[config.mk]
export PLATFORM = sky130hd
export DESIGN_NAME = branch_resolve_ctrl_flat
export DESIGN_NICKNAME = d
export VERILOG_FILES = /design/src/rtl/branch_resolve_ctrl_pkg.sv /design/src/rtl/branch_resolve_ctrl_if.sv /design/src/rtl/branch_resolve_ctrl_comparitor.sv /design/src/rtl/branch_resolve_ctrl.sv /design/src/flat_wrapper.sv
export SDC_FILE = /design/constraint.sdc
export NUM_CORES = 1
export LEC_CHECK = 0
export ABC_AREA = 0
export BUFFER_PORTS_ARGS = -buffer_cell sky130_fd_sc_hd__buf_2
export CORE_ASPECT_RATIO = 1.2
export CORE_MARGIN = 5
export CORE_UTILIZATION = 30
export CTS_BUF_LIST = sky130_fd_sc_hd__clkbuf_8 sky130_fd_sc_hd__clkbuf_16
export CTS_CLUSTER_SIZE = 16
export DETAILED_ROUTE_END_ITERATION = 12
export PLACE_DENSITY_LB_ADDON = 0.05
export SYNTH_ARGS = -nofsm -noshare
export SYNTH_HDL_FRONTEND = slang
export SYNTH_SLANG_ARGS = --single-unit
[constraint.sdc]
create_clock -name clk -period 7.3 [get_ports clk]
set_clock_uncertainty 0.05 [all_clocks]
set_input_delay 0.365 -clock clk [delete_from_list [all_inputs] [get_ports clk]]
set_output_delay 0.365 -clock clk [all_outputs]
set_load 0.02 [all_outputs]
[src/rtl/branch_resolve_ctrl_pkg.sv]
// Shared definitions for the branch resolution slice.
//   - funct3 encodings understood by the comparitor
//   - FSM state encoding for branch_resolve_ctrl
package branch_pkg;

    localparam logic [2:0] BEQ  = 3'b000;
    localparam logic [2:0] BNE  = 3'b001;
    localparam logic [2:0] BLT  = 3'b100;
    localparam logic [2:0] BGE  = 3'b101;
    localparam logic [2:0] BLTU = 3'b110;
    localparam logic [2:0] BGEU = 3'b111;

    typedef enum logic [1:0] {
        IDLE     = 2'd0,
        EVAL     = 2'd1,
        REDIRECT = 2'd2
    } state_t;

endpackage

[src/rtl/branch_resolve_ctrl_if.sv]
// Issue / result / redirect bundle of branch_resolve_ctrl.
//   slave  : the controller (consumes ops and redirect_ready, drives results)
//   master : issue + fetch side
interface branch_resolve_ctrl_if #(
    parameter int XLEN = 32
) ();
    logic            in_valid;
    logic            in_ready;
    logic [2:0]      in_funct3;
    logic [XLEN-1:0] in_a;
    logic [XLEN-1:0] in_b;
    logic [XLEN-1:0] in_pc;
    logic [XLEN-1:0] in_imm;
    logic            in_pred_taken;

    logic            res_valid;
    logic            res_taken;
    logic            res_mispredict;
    logic            res_misalign;

    logic            redirect_valid;
    logic            redirect_ready;
    logic [XLEN-1:0] redirect_pc;
    logic            flush;

    modport slave (
        input  in_valid, in_funct3, in_a, in_b, in_pc, in_imm, in_pred_taken,
        input  redirect_ready,
        output in_ready,
        output res_valid, res_taken, res_mispredict, res_misalign,
        output redirect_valid, redirect_pc, flush
    );

    modport master (
        output in_valid, in_funct3, in_a, in_b, in_pc, in_imm, in_pred_taken,
        output redirect_ready,
        input  in_ready,
        input  res_valid, res_taken, res_mispredict, res_misalign,
        input  redirect_valid, redirect_pc, flush
    );
endinterface

[src/rtl/branch_resolve_ctrl_comparitor.sv]
// Branch condition comparitor.
//   a, b : operands
//   ctrl : branch funct3; unlisted encodings (010/011) behave as beq
//   y    : branch taken
module comparitor
    import branch_pkg::*;
#(
    parameter int XLEN = 32
) (
    input  logic [XLEN-1:0] a,
    input  logic [XLEN-1:0] b,
    input  logic [2:0]      ctrl,
    output logic            y
);
    always_comb begin
        y = (a == b);
        case (ctrl)
            BNE:     y = (a != b);
            BLT:     y = ($signed(a) <  $signed(b));
            BGE:     y = ($signed(a) >= $signed(b));
            BLTU:    y = (a <  b);
            BGEU:    y = (a >= b);
            default: y = (a == b);
        endcase
    end
endmodule

[src/rtl/branch_resolve_ctrl.sv]
// Execute-stage branch resolution controller.
//   clk, rst        : clock, synchronous active-high reset
//   kill            : older-instruction flush, aborts the op in flight
//   bus             : op handshake, 1-cycle result pulse, redirect handshake
//   cnt_branches    : saturating count of non-misaligned resolves
//   cnt_mispredict  : saturating count of mispredicts
// Ops are registered on accept and resolved in the following (EVAL) cycle.
// A mispredict parks the FSM in REDIRECT until fetch takes the redirect.
module branch_resolve_ctrl
    import branch_pkg::*;
#(
    parameter int XLEN  = 32,
    parameter int CNT_W = 16
) (
    input  logic                 clk,
    input  logic                 rst,
    input  logic                 kill,
    branch_resolve_ctrl_if.slave bus,
    output logic [CNT_W-1:0]     cnt_branches,
    output logic [CNT_W-1:0]     cnt_mispredict
);
    state_t          state_q, state_d;
    logic [2:0]      op_f3;
    logic [XLEN-1:0] op_a, op_b, op_pc, op_imm;
    logic            op_pred;

    logic            taken, misalign, mispred, eval, accept;
    logic [XLEN-1:0] target;

    comparitor #(.XLEN(XLEN)) u_cmp (
        .a    (op_a),
        .b    (op_b),
        .ctrl (op_f3),
        .y    (taken)
    );

    // Op registers stay untouched in REDIRECT (in_ready=0), so the target
    // computed from them is stable for the whole redirect request.
    always_comb begin
        target   = taken ? (op_pc + op_imm) : (op_pc + XLEN'(4));
        misalign = taken & (target[1:0] != 2'b00);
        mispred  = (taken != op_pred) & ~misalign;
        eval     = (state_q == EVAL) & ~kill;
    end

    always_comb begin
        state_d            = state_q;
        bus.in_ready       = 1'b0;
        bus.res_valid      = eval;
        bus.res_taken      = eval & taken;
        bus.res_mispredict = eval & mispred;
        bus.res_misalign   = eval & misalign;
        bus.redirect_valid = (state_q == REDIRECT) & ~kill;
        bus.redirect_pc    = bus.redirect_valid ? target : '0;
        bus.flush          = bus.redirect_valid & bus.redirect_ready;

        case (state_q)
            IDLE:     bus.in_ready = 1'b1;
            EVAL:     bus.in_ready = ~misalign & ~mispred;
            default:  bus.in_ready = 1'b0;
        endcase
        if (kill) bus.in_ready = 1'b0;

        accept = bus.in_valid & bus.in_ready;

        case (state_q)
            IDLE:     if (accept) state_d = EVAL;
            EVAL: begin
                if (misalign)     state_d = IDLE;
                else if (mispred) state_d = REDIRECT;
                else if (accept)  state_d = EVAL;
                else              state_d = IDLE;
            end
            REDIRECT: if (bus.redirect_ready) state_d = IDLE;
            default:  state_d = IDLE;
        endcase
        if (kill) state_d = IDLE;
    end

    always_ff @(posedge clk) begin
        if (rst) begin
            state_q        <= IDLE;
            op_f3          <= '0;
            op_a           <= '0;
            op_b           <= '0;
            op_pc          <= '0;
            op_imm         <= '0;
            op_pred        <= 1'b0;
            cnt_branches   <= '0;
            cnt_mispredict <= '0;
        end else begin
            state_q <= state_d;
            if (accept) begin
                op_f3   <= bus.in_funct3;
                op_a    <= bus.in_a;
                op_b    <= bus.in_b;
                op_pc   <= bus.in_pc;
                op_imm  <= bus.in_imm;
                op_pred <= bus.in_pred_taken;
            end
            // Saturate at all-ones: add 1 only while not already full.
            if (eval && !misalign && cnt_branches != '1)
                cnt_branches <= cnt_branches + CNT_W'(1);
            if (eval && mispred && cnt_mispredict != '1)
                cnt_mispredict <= cnt_mispredict + CNT_W'(1);
        end
    end
endmodule

[src/flat_wrapper.sv]
// flat-port wrapper written by rule: the top's interface ports become plain ports
module branch_resolve_ctrl_flat import branch_pkg::*;
#(
    parameter int XLEN  = 32,
    parameter int CNT_W = 16
)
  (clk, rst, kill, cnt_branches, cnt_mispredict, bus_in_valid, bus_in_funct3, bus_in_a, bus_in_b, bus_in_pc, bus_in_imm, bus_in_pred_taken, bus_redirect_ready, bus_in_ready, bus_res_valid, bus_res_taken, bus_res_mispredict, bus_res_misalign, bus_redirect_valid, bus_redirect_pc, bus_flush);
  branch_resolve_ctrl_if #(.XLEN(XLEN)) bus_i ();
  input  logic clk;
  input  logic rst;
  input  logic kill;
  output logic [CNT_W-1:0] cnt_branches;
  output logic [CNT_W-1:0] cnt_mispredict;
  input wire logic [$bits(bus_i.in_valid)-1:0] bus_in_valid;
  input wire logic [$bits(bus_i.in_funct3)-1:0] bus_in_funct3;
  input wire logic [$bits(bus_i.in_a)-1:0] bus_in_a;
  input wire logic [$bits(bus_i.in_b)-1:0] bus_in_b;
  input wire logic [$bits(bus_i.in_pc)-1:0] bus_in_pc;
  input wire logic [$bits(bus_i.in_imm)-1:0] bus_in_imm;
  input wire logic [$bits(bus_i.in_pred_taken)-1:0] bus_in_pred_taken;
  input wire logic [$bits(bus_i.redirect_ready)-1:0] bus_redirect_ready;
  output wire logic [$bits(bus_i.in_ready)-1:0] bus_in_ready;
  output wire logic [$bits(bus_i.res_valid)-1:0] bus_res_valid;
  output wire logic [$bits(bus_i.res_taken)-1:0] bus_res_taken;
  output wire logic [$bits(bus_i.res_mispredict)-1:0] bus_res_mispredict;
  output wire logic [$bits(bus_i.res_misalign)-1:0] bus_res_misalign;
  output wire logic [$bits(bus_i.redirect_valid)-1:0] bus_redirect_valid;
  output wire logic [$bits(bus_i.redirect_pc)-1:0] bus_redirect_pc;
  output wire logic [$bits(bus_i.flush)-1:0] bus_flush;
  assign bus_i.in_valid = bus_in_valid;
  assign bus_i.in_funct3 = bus_in_funct3;
  assign bus_i.in_a = bus_in_a;
  assign bus_i.in_b = bus_in_b;
  assign bus_i.in_pc = bus_in_pc;
  assign bus_i.in_imm = bus_in_imm;
  assign bus_i.in_pred_taken = bus_in_pred_taken;
  assign bus_i.redirect_ready = bus_redirect_ready;
  assign bus_in_ready = bus_i.in_ready;
  assign bus_res_valid = bus_i.res_valid;
  assign bus_res_taken = bus_i.res_taken;
  assign bus_res_mispredict = bus_i.res_mispredict;
  assign bus_res_misalign = bus_i.res_misalign;
  assign bus_redirect_valid = bus_i.redirect_valid;
  assign bus_redirect_pc = bus_i.redirect_pc;
  assign bus_flush = bus_i.flush;
  branch_resolve_ctrl #(.XLEN(XLEN), .CNT_W(CNT_W)) u_core (.clk(clk), .rst(rst), .kill(kill), .bus(bus_i), .cnt_branches(cnt_branches), .cnt_mispredict(cnt_mispredict));
endmodule
### Yosys cells after proc, flatten, opt, wreduce, memory -nomap -nowiden

Index checks and enable logic that the tools add are counted.

* register bits after elaboration: 166
* input bits: 137
* output and inout bits: 71
* logic and storage cells: 64

* $add $sub $neg: 4
* magnitude comparators: 4
* eq/ne operators: 14
* muxes and demuxes: 11
* bitwise operators: 13
* reduce and logical (&&, ||, !) cells: 9

Operators by type and width (number)
* $ge A32 B32 Y1: 2
* $lt A32 B32 Y1: 2
* $mux W32: 2
* $add A16 B1 Y16 const B: 2
* $add A32 B3 Y32 const B: 1
* $add A32 B32 Y32: 1
* $eq A32 B32 Y1: 1
* $ne A16 B16 Y1 const B: 2
* $ne A32 B32 Y1: 1
* $eq A3 B3 Y1 const B: 4
* $and A1 B1 Y1: 10
* $mux W2: 4
* $pmux W2 S3: 1
* $pmux W1 S5: 1
* $logic_and A1 B1 Y1: 4
* $eq A3 B1 Y1 const B: 1
* $not A1 Y1: 3
* $eq A2 B1 Y1 const B: 1
* $eq A2 B2 Y1 const B: 1
* $logic_not A2 Y1: 1
* $mux W1: 2
* $ne A2 B1 Y1 const B: 1
* $ne A2 B2 Y1 const B: 1
* $pmux W1 S2: 1
* other kinds (5): 5

### Depth between registers and ports, before layout

* depth in word-level cells: 16
* gate-level depth with buffers: 15
* gate-level depth less buffers: 13

### Cells and area by module

From an unflattened synthesis, not the netlist that was laid out.

* cells, all modules: 1279
* area total of the unflattened synthesis: 9582.9 µm²

Modules (own cells, without submodules)
* branch_resolve_ctrl: times used 1, cells each 1149, area each 8654.6 µm², seq. area each 3323.2 µm²
* comparitor: times used 1, cells each 130, area each 928.4 µm², seq. area each 0.0 µm²

### Least setup slack after synthesis

Ideal clock, no wire load.

* path kind: register to output
* from: register u_core.op_b[25]
* to: output port bus_redirect_pc[23]
* arrival: 3.316 ns
* required time: 6.885 ns
* slack: 3.569 ns
* stages on the path, launching flop included: 14
* buffers on the path: 2
* path through: dfxtp_1 -> inv_1 -> ha_1 -> a21o_1 -> a221o_1 -> a221oi_1 -> o21ai_1 -> o21ai_0 -> nand3b_1 -> a31oi_4 -> clkbuf_1 -> buf_1 -> nor2_1 -> a211oi_1

* longest elaborated chain between the ends: 4
* elaborated cells between the ends (all ways): 9
* classes of those cells: 4 x order compare; 2 x eq/ne; 3 x mux

RTL lines
* start, declared: RTL line branch_resolve_ctrl.sv:24 `logic [XLEN-1:0] op_a, op_b, op_pc, op_imm;`
* start signal, assigned: RTL line branch_resolve_ctrl.sv:96 `op_b <= bus.in_b;`
* $ge A32 B32 Y1, or another cell as far along: RTL line branch_resolve_ctrl_comparitor.sv:22 `BGEU: y = (a >= b);`
* $pmux W1 S5 (*): RTL line branch_resolve_ctrl_comparitor.sv:17 `case (ctrl)`
* $mux W32 (*): RTL line branch_resolve_ctrl.sv:40 `target = taken ? (op_pc + op_imm) : (op_pc + XLEN'(4));`
* $mux W32 (*): RTL line branch_resolve_ctrl.sv:54 `bus.redirect_pc = bus.redirect_valid ? target : '0;`
* end, declared: RTL line flat_wrapper.sv:28 `output wire logic [$bits(bus_i.redirect_pc)-1:0] bus_redirect_pc;`

Every way passes the cells marked *; elsewhere a longest branch is shown, timed or not.

### Final worst setup path

* from: register u_core.op_b[19]
* to: output port bus_redirect_pc[29]

The elaborated chain is that of the path after synthesis.

==> flow_summary.ini <==
[run_status]
status = finished, final reports clean

[sta]
tns_ps = 0
rsz0062_at_grt = no
timing.fmax_ghz = 0.205
maxSlewViolCount = 0
slew_headroom_pct = 29.9
final-setup-viol-count = 0
period_share_pct = 66.9
tightest_slew_ps = 1020
hold_viol_final = 0
fin_crit_ps = 4880

[yosys]
synth_edf_count = 0
yosys.cell_types.count = 63
synth_cells = 1149
yosys-top-cells-area = dfxtp_1 34%, mux2i_1 14%, ha_1 8.3%
synth-compound-area-share_pct = 12.9
ys_seq_area_share_pct = 33.6
syn_nets = 1353
synth_fa_ha_area_share_pct = 8.54
yosysTopAreaCell = dfxtp_1
syn_area_per_cell_um2 = 8.62
syn_area_um2 = 9900
synth_xor_area_share_pct = 5.75
yosys-mux-area-fraction_pct = 14.9
synthArstFlopShare_pct = 0
yosys.area_share.simple_pct = 18.9
synth_top_area_share_pct = 33.6
synth_top_family_by_area = simple AND/OR/NAND/NOR gates
ys_top_cells_by_count = 217 x nor2_1, 166 x dfxtp_1, 141 x mux2i_1
yosysWarnings = 0
ys_ff_latch = 166
synth-main-ff-cell = dfxtp_1
synth.most_common_cell = nor2_1

[die]
fp.dieW_um = 176
fp-row-count = 73
ioPinCount = 208
core_area_um2 = 32900
start_util_pct = 30.1
dieArea_um2 = 36800
fp.dieH_um = 209

[critical_path]
required_ps = 6880
crit_fanout = 35
cp-start-kind = register
crit_top_cell = o21ai_0
slowest_stage = a31oi_4
slowest_delay_ps = 770
cp-end-kind = output pin
crit_arrival_ps = 4470
crit_family = compound AO/OA/AOI/OAI gates
critical_path_class = reg -> out
timing.critical_path.buf_inv = 3
path_cells = inv_1 > ha_1 > a21oi_1 > o21ai_0 > a221oi_1 > o21ai_1 > o21ai_0 > nand3b_1 > a31oi_4 > buf_4 > nor2_1 > a211oi_1 > buf_2

[route]
ant_nets = 0
vias = 8540
routed_wire_length_per_instance_um = 16.6
firstDrtPassIters = 4
route.detailed.drc = 0
initialDrtViolationCount = 352
wirelength_um = 29200
vias_per_cell = 4.86

[power]
p_int_mw = 1.56
clockPowerShare_pct = 41.4
p_per_area_nw_per_um2 = 188
peakVddDrop_uv = 123
p_comb_share_pct = 14.5
power.switching_mw = 0.649
swShare_pct = 29.4
p_leak_nw = 5.10
seqPwrFrac_pct = 44.1
power_mw = 2.21

[clock_tree]
postCtsSetupRepairBufs = 0
cts_buffer_depth = 2
numCtsBuffers = 17
h-tree-depth = 4
clk_pin_slew_ps = 70
worstSkewPairLatency_ps = 440
cts_tree = done
hold_buffers = 0
cts-resized-gates = 0
clock_sinks = 166
cts_root_buf = clkbuf_16

[hold_path]
min_path_type = in -> reg

[global_route]
gr-usage-all-layers_pct = 15.7
antenna_found_initial = 10
grt_pass1_wl_um = 46500
overflow = 0
grt_pass1_vias = 8537
grt_max_degree = 98

[place]
port_buffers = 207
dp_cells = 1722
place_congestion = 0.756
detailed_place_hpwl_um = 21500

[job]
cap_violations = 0

[cells_and_area]
stdcell_count = 1757
seq_area_um2 = 3320
nNetsFinal = 1533
filler_cell_count = 3512
drive_above_1_share_pct = 19.3
multi_input_area_um2 = 6060
area_delta_synth_final_pct = 18.9
## per-layer routing
metal  routed length, um  up-vias  GRT usage (%)
met5                  77        -              0
met4                 458       14           4.12
met3                1520       41           4.31
met2               14000      166           26.9
met1               13100     3903           19.4
li1                    -     4416              -
## metrics by stage
stage          hold WS [ps]  setup slack, ps  utilization, %  instance area, um^2
5_1_grt                85.1             2060            35.8                11800
3_3_place_gp            426             2650            34.1                11200
2_1_floorplan           410             3570               -                 9900
3_5_place_dp            432             2630            34.1                11200
4_1_cts                74.9             2340            35.8                11800
6_report                108             2420            35.8                11800
## power by group through the flow
| stage | registers [mW] | clock network (mW) | logic, mW |
|---|---|---|---|
| final | 0.975 | 0.915 | 0.320 |
| after global routing | 0.981 | 0.986 | 0.364 |
| after CTS | 0.975 | 0.955 | 0.326 |
| after detailed placement | 0.996 | 0 | 0.325 |
| after global placement | 0.996 | 0 | 0.323 |
| after floorplan | 0.985 | 0 | 0.237 |
## kinds of logic (layout without fill, tap and decap cells)
logic type,Yosys count,in the layout
AND/OR/NAND/NOR,406,406
adder cells (fa/ha/maj),67,67
XOR/XNOR,65,65
multiplexers,147,147
AO/OA/AOI/OAI,191,191
buffers and inverters,107,300
other,0,3
flip-flops,166,166
## final cells by class
type | count | area share, %
multi-input cells | 876 | 51.5
diodes | 3 | 0.0637
well taps | 412 | 4.38
repair buffers | 214 | 9.30
clock buffers | 17 | 3.61
clock inverters | 15 | 1.23
flip-flops and latches | 166 | 28.2
inverters | 54 | 1.72
## path summary, 6_finish.rpt
kind / start / to / slack [ps] / depth (start not counted)
worst min register to register: u_core.op_b[20] / u_core.op_b[20] / 440 / 2
worst max-delay path: u_core.op_b[19] / bus_redirect_pc[29] / 2420 / 13
worst max register to register: u_core.op_b[19] / u_core.op_a[29] / 2630 / 14
worst min-delay path: bus_in_pc[11] / u_core.op_pc[11] / 110 / 3
## layout by cell type (no fill, tap or decap), types with 5 or more instances in the layout
master | synthesis | final
a2111oi_0 | 12 | 12
o21a_1 | 10 | 10
nor2b_1 | 7 | 7
nand4_1 | 15 | 15
xor2_1 | 16 | 16
nor4b_1 | 5 | 5
inv_6 | 0 | 5
dfxtp_1 | 166 | 166
xnor2_1 | 49 | 49
buf_2 | 2 | 206
mux2i_1 | 141 | 141
a21oi_1 | 53 | 53
ha_1 | 66 | 66
and4_1 | 7 | 7
nand3_1 | 39 | 39
nand2_1 | 49 | 49
nand2b_1 | 6 | 6
nor2_1 | 217 | 217
mux2_1 | 5 | 5
inv_1 | 54 | 54
nor3_1 | 10 | 10
and3_1 | 17 | 17
a211oi_1 | 26 | 26
a21o_1 | 25 | 25
clkbuf_16 | 0 | 17
o21ai_0 | 29 | 29
or3_1 | 10 | 10
buf_4 | 7 | 7
## worst register-to-register path: stages (launching register included)
cell and delay, ps:
dfxtp_1 340, inv_1 50, ha_1 310, a21oi_1 120, o21ai_0 120, a221oi_1 500, o21ai_1 200, o21ai_0 190
nand3b_1 190, a31o_2 540, a311oi_4 390, buf_4 600, buf_4 600, mux2i_1 260, nor2_1 60
## flip-flops by register name, indices dropped and copies added, names as in the netlist
name                   count
u_core.cnt_mispredict     16
u_core.op_imm             32
u_core.op_pred             1
u_core.state_q             2
u_core.op_f3               3
u_core.op_pc              32
u_core.op_b               32
u_core.cnt_branches       16
u_core.op_a               32
(Power assumes the default switching activity.)
